==> config.mk <==
export PLATFORM = sky130hd
export DESIGN_NAME = req_serializer
export DESIGN_NICKNAME = d
export VERILOG_FILES = /design/src/rtl/req_serializer.sv
export SDC_FILE = /design/constraint.sdc
export NUM_CORES = 1
export LEC_CHECK = 0
export ABC_AREA = 1
export CAP_MARGIN = 20
export CORE_UTILIZATION = 56
export DETAILED_ROUTE_END_ITERATION = 12
export PLACE_DENSITY_LB_ADDON = 0.2
export SLEW_MARGIN = 10
export SYNTH_ARGS = -nofsm -noshare
export SYNTH_HDL_FRONTEND = slang
export SYNTH_SLANG_ARGS = --single-unit
==> constraint.sdc <==
create_clock -name clk -period 3.6 [get_ports clk]
set_input_delay 0.72 -clock clk [delete_from_list [all_inputs] [get_ports clk]]
set_output_delay 0.72 -clock clk [all_outputs]
set_load 0.01 [all_outputs]
==> src/rtl/req_serializer.sv <==
// req_serializer: queues parallel {addr, data} write commands and emits each
// one as two AXI-Stream beats (address beat, then data beat) sharing a tid.
module req_serializer #(
  parameter int DEPTH = 4,
  parameter int CNT_W = 16
) (
  input  logic                         clk,
  input  logic                         reset,
  input  logic                         cmd_valid_i,
  input  logic [18:0]                  cmd_addr_i,
  input  logic [15:0]                  cmd_data_i,
  output logic                         cmd_ready_o,
  output logic                         req_tvalid_o,
  output logic [2:0]                   req_tid_o,
  output logic [15:0]                  req_tdata_o,
  output logic                         req_tlast_o,
  input  logic                         req_tready_i,
  output logic [$clog2(DEPTH+1)-1:0]   fifo_level_o,
  output logic [CNT_W-1:0]             cmd_count_o
);

  localparam int LVL_W = $clog2(DEPTH + 1);
  localparam int PTR_W = $clog2(DEPTH);

  typedef enum logic [1:0] {IDLE, ADDR, DATA} state_t;

  // Entry layout: [34:16] device address, [15:0] write data.
  logic [34:0]       mem_q [DEPTH];
  logic [PTR_W-1:0]  wr_ptr_q, rd_ptr_q;
  logic [LVL_W-1:0]  level_q, level_d;
  logic [34:0]       hold_q;
  state_t            state_q;
  logic              tvalid_q, tlast_q;
  logic [2:0]        tid_q;
  logic [15:0]       tdata_q;
  logic [CNT_W-1:0]  count_q;

  logic              full, empty, push, pop;
  logic [34:0]       head;

  assign full  = (level_q == LVL_W'(DEPTH));
  assign empty = (level_q == '0);
  assign head  = mem_q[rd_ptr_q];
  // Ready comes only from the occupancy register, so a pop cannot open it
  // in the same cycle.
  assign push  = cmd_valid_i & ~full;
  // Pop when idle, or when the current data beat completes (back-to-back).
  assign pop   = ~empty & ((state_q == IDLE) | ((state_q == DATA) & req_tready_i));

  // Occupancy next-state: simultaneous push and pop cancel out.
  always_comb begin
    level_d = level_q;
    if (push && !pop)      level_d = level_q + LVL_W'(1);
    else if (pop && !push) level_d = level_q - LVL_W'(1);
  end

  // Command storage; contents need no reset since occupancy gates reads.
  always_ff @(posedge clk) begin
    if (push) mem_q[wr_ptr_q] <= {cmd_addr_i, cmd_data_i};
  end

  // FIFO pointers and occupancy; pointers wrap naturally at DEPTH.
  always_ff @(posedge clk) begin
    if (reset) begin
      wr_ptr_q <= '0;
      rd_ptr_q <= '0;
      level_q  <= '0;
    end else begin
      if (push) wr_ptr_q <= wr_ptr_q + PTR_W'(1);
      if (pop)  rd_ptr_q <= rd_ptr_q + PTR_W'(1);
      level_q <= level_d;
    end
  end

  // Holding register captures the FIFO head whenever a command is popped.
  always_ff @(posedge clk) begin
    if (pop) hold_q <= head;
  end

  // Serializer FSM with registered AXI-Stream outputs and completion counter.
  always_ff @(posedge clk) begin
    if (reset) begin
      state_q  <= IDLE;
      tvalid_q <= 1'b0;
      tlast_q  <= 1'b0;
      tid_q    <= '0;
      tdata_q  <= '0;
      count_q  <= '0;
    end else begin
      case (state_q)
        IDLE: begin
          if (pop) begin
            state_q  <= ADDR;
            tvalid_q <= 1'b1;
            tlast_q  <= 1'b0;
            tdata_q  <= head[34:19];
            tid_q    <= head[18:16];
          end
        end
        ADDR: begin
          if (req_tready_i) begin
            state_q <= DATA;
            tlast_q <= 1'b1;
            tdata_q <= hold_q[15:0];
          end
        end
        DATA: begin
          if (req_tready_i) begin
            count_q <= count_q + CNT_W'(1);
            if (pop) begin
              state_q <= ADDR;
              tlast_q <= 1'b0;
              tdata_q <= head[34:19];
              tid_q   <= head[18:16];
            end else begin
              state_q  <= IDLE;
              tvalid_q <= 1'b0;
              tlast_q  <= 1'b0;
            end
          end
        end
        default: begin
          state_q  <= IDLE;
          tvalid_q <= 1'b0;
          tlast_q  <= 1'b0;
        end
      endcase
    end
  end

  assign cmd_ready_o  = ~full;
  assign req_tvalid_o = tvalid_q;
  assign req_tid_o    = tid_q;
  assign req_tdata_o  = tdata_q;
  assign req_tlast_o  = tlast_q;
  assign fifo_level_o = level_q;
  assign cmd_count_o  = count_q;

endmodule

== After elaboration in Yosys (flattened, before gate mapping) ==
Memory sizes are Yosys's and may differ from the RTL's. A register that Yosys moved wholly into a read port is not among the register bits.
Cells that the tools add are included.
Widths: inputs -> output; s select.

* Output and inout bits: 41
* Register bits: 62
* Bits in writable memories: 140
* Bits of input ports: 39
* Memories kept: 1

* Bitwise logic cells: 7
* Equality and inequality tests: 7
* Add/subtract/negate cells: 5
* Reductions and logical operators: 14
* Muxes and demuxes: 26

{| class="wikitable"
|+ Memories
! name !! depth !! bits a word !! rd ports !! clocked after Yosys merged registers in !! wr ports !! RTL line !! source
|-
| mem_q || 4 || 35 || 1 || 1 || 1 || 28 || <nowiki>logic [34:0] mem_q [DEPTH];</nowiki>
|}

{| class="wikitable"
|+ Operator list
! kind !! count
|-
| $mux 16 || 3
|-
| $pmux 16 s3 || 1
|-
| $add 16x1->16 const B || 1
|-
| $mux 3 || 4
|-
| $mux 2 || 5
|-
| $mux 1 || 9
|-
| $ne 2x2->1 const B || 4
|-
| $pmux 1 s3 || 2
|-
| $pmux 2 s3 || 1
|-
| $pmux 3 s2 || 1
|-
| $reduce_and 3->1 || 2
|-
| $add 2x1->2 const B || 2
|-
| $reduce_and 2->1 || 2
|-
| $reduce_and 4->1 || 1
|-
| $reduce_bool 2->1 || 2
|-
| $add 3x1->3 const B || 1
|-
| $and 1x1->1 || 3
|-
| $eq 3x3->1 const B || 1
|-
| $logic_not 3->1 || 1
|-
| $not 1->1 || 3
|-
| $reduce_bool 3->1 || 1
|-
| $sub 3x1->3 const B || 1
|-
| $eq 2x1->1 const B || 1
|-
| $eq 2x2->1 const B || 1
|-
| other kinds (4) || 6
|}

== Longest topological paths before layout ==
* Depth in word-level cells: 7
* Gate-level depth with buffers: 11
* Gate-level depth less buffers: 11

== Least setup slack after synthesis ==
No wires, ideal clock.

* Path type: input to register
* Start: input port cmd_valid_i
* End: memory mem_q[0][0], enable pin
* Path slack: 0.803 ns
* Path buffers: 0
* Library setup time: 0.427 ns
* Data required time: 3.173 ns
* Cell stages on the path: 2
* Data arrival time: 2.370 ns
* Path through: nand2_1 nor2_1

* Longest elaborated chain between the ends: 3

{| class="wikitable"
|+ Ends and longest elaborated chain
! item !! RTL line !! source
|-
| start, declared || 9 || <nowiki>input logic cmd_valid_i,</nowiki>
|-
| $and 1x1->1 || 46 || <nowiki>assign push = cmd_valid_i & ~full;</nowiki>
|-
| $mux 1 || 59 || <nowiki>if (push) mem_q[wr_ptr_q] <= {cmd_addr_i, cmd_data_i};</nowiki>
|-
| $mux 1 (not written as such) || 59 ||
|-
| end, declared || 28 ||
|}

Every way passes these cells.

== Final worst setup path ==
* Start: input port req_tready_i
* End: register level_q[2] (netlist: fifo_level_o[2])

* Longest elaborated chain between the ends: 6

{| class="wikitable"
|+ Ends and longest elaborated chain
! item !! RTL line !! source
|-
| start, declared || 17 || <nowiki>input logic req_tready_i,</nowiki>
|-
| $and 1x1->1 * || 48 || <nowiki>assign pop = ~empty & ((state_q == IDLE) | ((state_q == DATA) & req_tready_i));</nowiki>
|-
| $or 1x1->1 * || 48 ||
|-
| $and 1x1->1 * || 48 ||
|-
| $logic_not 1->1 || 53 || <nowiki>if (push && !pop) level_d = level_q + LVL_W'(1);</nowiki>
|-
| $logic_and 1x1->1 || 53 ||
|-
| $mux 3 / $reduce_bool 2->1 (equally long branches) || - ||
|-
| end signal, assigned || 71 || <nowiki>level_q <= level_d;</nowiki>
|-
| end, declared || 30 || <nowiki>logic [LVL_W-1:0] level_q, level_d;</nowiki>
|}

Every way passes the cells marked *; elsewhere a longest branch is shown, timed or not.
A chain may end at the register's enable or synchronous reset.

==> results.json <==
{
  "status": "finished clean",
  "path_max_fanout": 11,
  "cap_violations": 0,
  "cts.repair.resized": 0,
  "worstSetupEndpointType": "register",
  "die_area_um2": 14800,
  "nFillCells": 996,
  "synth_cells": 707,
  "num_vias": 5435,
  "antenna_left": 0,
  "dr.first_iter.drc_count": 548,
  "ys_ff_latch": 203,
  "r2r-start": "fifo_level_o[1]$_SDFFE_PP0P_",
  "slew_headroom": 0.317,
  "layout_commonest_cell": "edfxtp_1",
  "cp_slowest_stage_delay_ns": 0.49,
  "regArea_um2": 5630,
  "final_max_slew_viol_count": 0,
  "fin_skew_ns": 0.00830,
  "clk_latency_ns": 0.49,
  "clk_pin_slew_ns": 0.06,
  "cts_made_buffers": 21,
  "tightest_slew_ns": 1.02,
  "std_cell_rows": 43,
  "rsz0062_at_grt": "no",
  "hp-start": "cmd_count_o[3]$_SDFFE_PP0P_",
  "die-height_um": 122,
  "finalSetupViolCount": 0,
  "min_period_ns": 2.38,
  "mostFrequentLayoutCells": "edfxtp_1 (156), nor2_1 (106), o21ai_0 (82)",
  "whs_path_depth": 1,
  "vias_per_cell": 5.55,
  "multi_input_area_um2": 2000,
  "crit_path_start_kind": "input pin",
  "irDropWorstVdd_mv": 0.403,
  "power.density_nw_per_um2": 765,
  "routedWlPerCell_um": 16.8,
  "groute.usage.overall": 0.228,
  "cpMaxStageDelayCell": "clkdlybuf4s50_1",
  "antenna_found_initial": 0,
  "gr-total-overflow": 0,
  "ctsLongestPathBuffers": 3,
  "rr_endpoint": "fifo_level_o[2]$_SDFFE_PP0P_",
  "hold_slack_ns": 0.498,
  "cts_post_setup_buffers_inserted": 0,
  "antennaDiodeCount": 0,
  "first_global_vias": 5405,
  "synth.net_count": 753,
  "grt_max_degree": 71,
  "grt_use_met1": 0.286,
  "dr.pass1.iters": 5,
  "ff2ff_path_depth": 11,
  "grt_pass1_wl_mm": 26.0,
  "leakage_nw": 3.56,
  "gr-max-usage-layer": "met2",
  "gp_congestion": 0.792,
  "fin_crit_sh": 0.661,
  "gr-usage-met2": 0.395,
  "drive_above_1_share": 0.0751,
  "ys_warn_count": 0,
  "cp.arrival_ns": 2.75,
  "cts.sinks": 203,
  "core_area_um2": 13900,
  "cp_cell_sequence": "clkdlybuf4s50_1, inv_1, nand3_2, nand3_1, buf_4, ha_1, inv_1, fa_1, a21oi_1, o21ai_0, o21ai_0, a21oi_1",
  "hold_buffers": 0,
  "reg2reg_slack_ns": 1.41,
  "drc": 0,
  "setup-tns-final_ns": 0,
  "cts_tree": "done",
  "h-tree-depth": 1,
  "syn_area_um2": 8000,
  "io_pins": 80,
  "fin_nets": 832,
  "grt_use_met3": 0.0320,
  "postSynthAreaPerCell_um2": 11.3,
  "hold_end": "cmd_count_o[3]$_SDFFE_PP0P_",
  "io_buffers": 79,
  "max_freq_mhz": 420,
  "hold_path.class": "register to register",
  "hpwlAfterDp_mm": 9.55,
  "cts_root_buf": "clkbuf_16",
  "hold_viol": 0,
  "wl_mm": 16.4,
  "die_w_um": 122,
  "crit_type": "input pin to register",
  "final_area_um2": 9700,
  "initial_core_util": 0.576,
  "yosysSeqAreaShare": 0.703,
  "critPathRequiredTime_ns": 3.97,
  "synthToLayoutAreaGrowth_pct": 21.3,
  "netlist-cell-type-count": 34,
  "place_area_um2": 9000
}
-- critical path, delay by kind of cell --
family	cells	cell delay, ns
and+or+nand+nor	2	0.19
AOI/OAI and AO/OA	4	0.46
buffers and inverters	4	0.85
adders and majority gates	2	0.54
-- sequential cells by signal (all words and copies together), names as in the netlist, named ones only --
name / flops
wr_ptr_q: 2
hold_q: 16
req_tdata_o: 16
req_tid_o: 3
state_q: 2
req_tvalid_o: 1
cmd_count_o: 16
fifo_level_o: 3
mem_q: 140
rd_ptr_q: 2
-- cell families after synthesis --
kind of cell,after synthesis,share of synthesized area
compound gates,161,0.105
fa+ha+maj,7,0.0119
xor+xnor,3,0.00329
simple gates,234,0.126
buf+inv,99,0.0505
flops,203,0.703
-- metal layers --
metal / wire length (µm) / vias to the layer above
li1: - / 2595
met2: 8120 / 191
met3: 992 / 39
met5: 0 / -
met1: 6920 / 2610
met4: 414 / 0
-- power by group --
part	total [mW]	switching (mW)	leakage, nW	internal [mW]
logic	2.14	1.41	1.40	0.735
registers	3.14	0.143	1.82	3.00
clock network	2.14	0.829	0.334	1.31
total	7.42	2.38	3.56	5.04
-- synthesized netlist by cell type, drive strengths merged --
cell | count | area, µm²
clkbuf | 16 | 60.1
nor2 | 115 | 454
nor3 | 4 | 31.3
o22ai | 19 | 119
nand3 | 30 | 173
inv | 68 | 255
ha | 6 | 75.1
and2 | 1 | 6.26
nand4 | 3 | 18.8
dfxtp | 47 | 941
nand2 | 78 | 300
o21bai | 1 | 7.51
fa | 1 | 20.0
nor3b | 2 | 20.0
a21oi | 21 | 105
o21ai | 118 | 591
and3 | 1 | 6.26
xor2 | 3 | 26.3
a211oi | 1 | 7.51
a311oi | 1 | 8.76
edfxtp | 156 | 4680
buf | 15 | 88.8
-- how the worst max path moves through the flow --
stage                            start                           end  slack (ns)
after floorplan            cmd_valid_i         mem_q[0][0]$_DFFE_PP_        0.80
after global placement    req_tready_i  fifo_level_o[2]$_SDFFE_PP0P_        0.78
after detailed placement  req_tready_i  fifo_level_o[2]$_SDFFE_PP0P_        0.73
after CTS                 req_tready_i  fifo_level_o[2]$_SDFFE_PP0P_        1.24
after global routing      req_tready_i  fifo_level_o[2]$_SDFFE_PP0P_        1.04
final                     req_tready_i  fifo_level_o[2]$_SDFFE_PP0P_        1.22
-- cell type report --
class                      count  area share
clock inverter                 9      0.0125
timing repair buffer          87      0.0942
clock buffer                  27      0.0575
multi-input combinational    405       0.206
sequential                   203       0.580
inverter                      68      0.0263
tap                          180      0.0232
-- stage by stage --
| step | instances | utilization | setup WS [ns] | total power [mW] |
|---|---|---|---|---|
| 2_1_floorplan | 707 | - | 0.803 | 4.57 |
| 4_1_cts | 978 | 0.697 | 1.24 | 7.43 |
| 3_5_place_dp | 942 | 0.648 | 0.727 | 5.29 |
| 5_1_grt | 979 | 0.699 | 1.04 | 7.82 |
| 6_report | 979 | 0.699 | 1.22 | 7.42 |
| 3_3_place_gp | 942 | 0.648 | 0.782 | 5.20 |
Note: power is estimated with default switching activity, not from simulation.
==> patch 1, RTL diff (same settings) <==
Reset style: asynchronous (`reset`), changed in 2 clocked blocks.
--- a/src/rtl/req_serializer.sv
+++ b/src/rtl/req_serializer.sv
@@ -60,7 +60,7 @@
   end
 
   // FIFO pointers and occupancy; pointers wrap naturally at DEPTH.
-  always_ff @(posedge clk) begin
+  always_ff @(posedge clk or posedge reset) begin
     if (reset) begin
       wr_ptr_q <= '0;
       rd_ptr_q <= '0;
@@ -78,7 +78,7 @@
   end
 
   // Serializer FSM with registered AXI-Stream outputs and completion counter.
-  always_ff @(posedge clk) begin
+  always_ff @(posedge clk or posedge reset) begin
     if (reset) begin
       state_q  <= IDLE;
       tvalid_q <= 1'b0;
Formal check against the unedited RTL: differs if reset is asserted again (counterexample within 4 cycles, from zero or initial values and one cycle with reset high); with reset held inactive, the same outputs for 10 cycles.
==> patch 1 against the unedited design <==
Final area rose by 1.1%; sequential cell count fell by 2; critical path depth fell by 11; utilization rose by 0.23 points; setup slack barely moved; power rose by 14%; synthesized area rose by 1.0%; routed wire length rose by 2.0%.
==> patch 1: results (changes against the unedited design) <==
Result of the run -> completed
Net Count, Synth -> 726 (-3.6%)
Clock buffer and inverter area fraction after layout -> 7.387% (+0.38 points)
Number of instances in the placed design -> 921 (-2.2%)
Synth Register Bits -> 201 (-0.99%)
Synth-to-layout area growth -> 21.37% (about the same)
Hold path cells -> 2 (+1)
Synthesized instance count -> 680 (-3.8%)
Global-route usage over all layers -> 23.81% (+0.98 points)
Multi-Input Combinational -> 418 (+3.2%)
Multi-input combinational area share -> 20.81% (+0.19 points)
Total cell area at the placement stage -> 9082 sq um (+0.92%)
Leakage -> 0.003811 uW (+7.2%)
Fillers -> 980 (-1.6%)
Number of logic inverters in the finished layout -> 33 (-51%)
Routability congestion estimate -> 0.8519 (+7.6%)
Area fraction in compound gates after synthesis -> 4.707% (-5.8 points)
Worst R2R Path Depth -> 10 (-1)
Largest fanout on the critical path -> 6 (-5)
Top cell types by occurrence after synthesis -> sky130_fd_sc_hd__nand2_1 (182), sky130_fd_sc_hd__edfxtp_1 (156), sky130_fd_sc_hd__nand3_1 (69), sky130_fd_sc_hd__nor2_1 (62), sky130_fd_sc_hd__o21ai_0 (47)
Starting DRT DRC Count -> 347 (-37%)
Transition at the pin with the smallest max-transition slack -> 0.9396 ns (-0.08450 ns)
Die area -> 14910 sq um (+1.0%)
Aggregate routed wire length -> 16780 um (+2.0%)
Setup slack at placement -> 0.7475 ns (+0.02102 ns)
Fraction of final layout cells with drive strength greater than 1 -> 7.959% (+0.45 points)
Final worst clock skew -> 0.01331 ns (+0.005013 ns)
Register area share after synthesis -> 71.91% (+1.6 points)
Number of library cell types mapped by synthesis -> 28 (-18%)
Post-layout instance count excluding filler cells -> 959 (-2.0%)
Fraction of the mapped netlist area in adder cells -> 1.177% (-0.012 points)
Count of plain and timing-repair buffers in the layout -> 89 (+2.3%)
Xor/xnor cell area share of the yosys netlist -> 1.626% (+1.3 points)
Mean number of vias per cell -> 5.491 (-1.1%)
Global-route wire length before repair -> 26940 um (+3.7%)
Slowest stage delay, CP -> 0.61 ns (+0.12 ns)
Delay-heaviest family, CP -> buffers and inverters
Via count of the first global-routing pass -> 5340 (-1.2%)
Async SR Flop Fraction -> 22.39% (+22 points)
Largest net degree at the start of global routing -> 72 (+1.4%)
Detailed-routing iteration count for the pre-antenna-repair pass -> 4 (-1)
Peak supply drop -> 0.5486 mV (+36%)
Clock buffer count -> 32 (+19%)
patch 1: changes by cell type after synthesis, moves of 35 or more:
cell                      unedited run  this run
sky130_fd_sc_hd__o21ai_0            82        47
sky130_fd_sc_hd__nand3_1            27        69
sky130_fd_sc_hd__dfrtp_1             0        45
sky130_fd_sc_hd__dfxtp_1            47         0
sky130_fd_sc_hd__nor2_1            110        62
sky130_fd_sc_hd__nand2_1            75       182
sky130_fd_sc_hd__o21ai_1            36         0
patch 1: worst min-delay path, stage by stage (launching register included):
cell	delay (ns)
sky130_fd_sc_hd__dfrtp_1	0.35
sky130_fd_sc_hd__nand2_1	0.06
sky130_fd_sc_hd__nand2_1	0.05
patch 1: worst paths after layout:
path,start,endpoint,slack (ns)
max,state_q[1],req_tlast_o,1.22
min reg2reg,req_tdata_o[6],req_tdata_o[6],0.48
min,req_tdata_o[6],req_tdata_o[6],0.48
max reg2reg,fifo_level_o[0],fifo_level_o[2],1.39
max in group asynchronous,reset,rd_ptr_q[0],2.20
min in group asynchronous,reset,fifo_level_o[1],0.77
patch 1: layer usage:
metal | global-route usage (%) | vias to the layer above | routed length [um]
met5 | 0 | - | 0
met4 | 9.451 | 0 | 510
met3 | 3.418 | 46 | 875
met2 | 41.10 | 193 | 8635
met1 | 30.39 | 2520 | 6753
li1 | - | 2507 | -
patch 1: power by group through the flow:
stage / Sequential [uW] / Combinational [uW] / Clock (uW)
after CTS: 3500 / 2820 / 2230
after global placement: 3510 / 2730 / 0
after global routing: 3540 / 3110 / 2320
after floorplan: 3530 / 1740 / 0
final: 3500 / 2800 / 2200
after detailed placement: 3540 / 2810 / 0
==> patch 2, RTL diff (same flow settings) <==
Made on the original files. Change the parameter `DEPTH` from 4 to 2.
--- a/src/rtl/req_serializer.sv
+++ b/src/rtl/req_serializer.sv
@@ -1,7 +1,7 @@
 // req_serializer: queues parallel {addr, data} write commands and emits each
 // one as two AXI-Stream beats (address beat, then data beat) sharing a tid.
 module req_serializer #(
-  parameter int DEPTH = 4,
+  parameter int DEPTH = 2,
   parameter int CNT_W = 16
 ) (
   input  logic                         clk,
Interface: changed (resized fifo_level_o); port bits go from 80 to 79. The function was not compared with the original's and may differ.
==> patch 2 against the unedited design <==
Sequential cell count down 74; power down 30%; setup slack better by 0.030 ns; routed wire length down 41%; synthesized area down 39%; non-clock buffer count down 4; synthesized cell count down 37%; final area down 34%; die area down 38%.
==> patch 2: results (changes against the unedited design) <==
Global-route usage over all layers -> 23.50% (+0.67 points)
Transition at the pin with the smallest max-transition slack -> 0.7089 ns (-0.3152 ns)
Switching share of power -> 30.94% (-1.1 points)
Xor/xnor cell area share of the yosys netlist -> 0.3576% (+0.029 points)
Result of the run -> completed
Net Count, Synth -> 483 (-36%)
Global-route wire length before repair -> 15370 um (-41%)
Via count of the first global-routing pass -> 3280 (-39%)
Peak supply drop -> 0.4390 mV (+8.9%)
Detail Route met2 WL -> 4952 um (-39%)
Area fraction in compound gates after synthesis -> 8.404% (-2.1 points)
Routability congestion estimate -> 0.7581 (-4.2%)
Final worst clock skew -> 0.007992 ns (-0.0003066 ns)
Number of enable-type register cells in the synthesized netlist -> 86 (-45%)
Comb power frac -> 26.6% (-2.2 points)
Met2 GRT Util -> 39.94% (+0.42 points)
Buffer levels on the longest clock path -> 2 (-1)
CTS root buf -> sky130_fd_sc_hd__clkbuf_8
Crit path DAT -> 1.63 ns (-1.12 ns)
Largest register FFs -> 70 (-50%)
Aggregate routed wire length -> 9773 um (-41%)
Fraction of the mapped netlist area in adder cells -> 0.5109% (-0.68 points)
Fraction of final layout cells with drive strength greater than 1 -> 9.630% (+2.1 points)
Met1 track demand over resource in global routing -> 27.39% (-1.2 points)
I/O Buffers -> 78 (-1.3%)
Met3 wirelength from detailed routing -> 593 um (-40%)
Final total power -> 5220 uW (-30%)
Post-layout nets -> 568 (-32%)
Register area share after synthesis -> 70.29% (about the same)
Hpwl dp -> 5618 um (-41%)
Ranking of synthesized cells by area -> sky130_fd_sc_hd__edfxtp_1 (53%), sky130_fd_sc_hd__dfxtp_1 (18%), sky130_fd_sc_hd__nand2_1 (8.8%), sky130_fd_sc_hd__o21ai_0 (3.5%), sky130_fd_sc_hd__nand3_1 (2.7%)
Number of library cell types mapped by synthesis -> 28 (-18%)
Total cell area at the placement stage -> 5778 sq um (-36%)
Via count of the routed design -> 3424 (-37%)
## patch 2: cell type report
type                            instances  area, sq um  share of cell area, %
Sequential cell                       129         3443                  53.90
Multi-Input combinational cell        265         1276                  19.98
Timing Repair Buffer                   83        838.3                  13.12
Clock buffer                           19        421.7                  6.600
Clock inverter                         13        161.4                  2.526
Tap cell                              105        131.4                  2.056
Inverter                               31        116.4                  1.821
## patch 2: worst max-delay path, stage by stage (launching register included)
cell and delay (ns):
sky130_fd_sc_hd__dfxtp_1 0.39, sky130_fd_sc_hd__inv_1 0.09, sky130_fd_sc_hd__nand2_1 0.09, sky130_fd_sc_hd__clkdlybuf4s50_1 0.53
## patch 2: path summary, 6_finish.rpt
kind	from	endpoint	slack [ns]	cells after the start
max	fifo_level_o[0]	cmd_ready_o	1.25	3
min	rd_ptr_q	rd_ptr_q	0.47	1
max reg2reg	state_q[1]	req_tdata_o[5]	1.59	7
min reg2reg	rd_ptr_q	rd_ptr_q	0.47	1
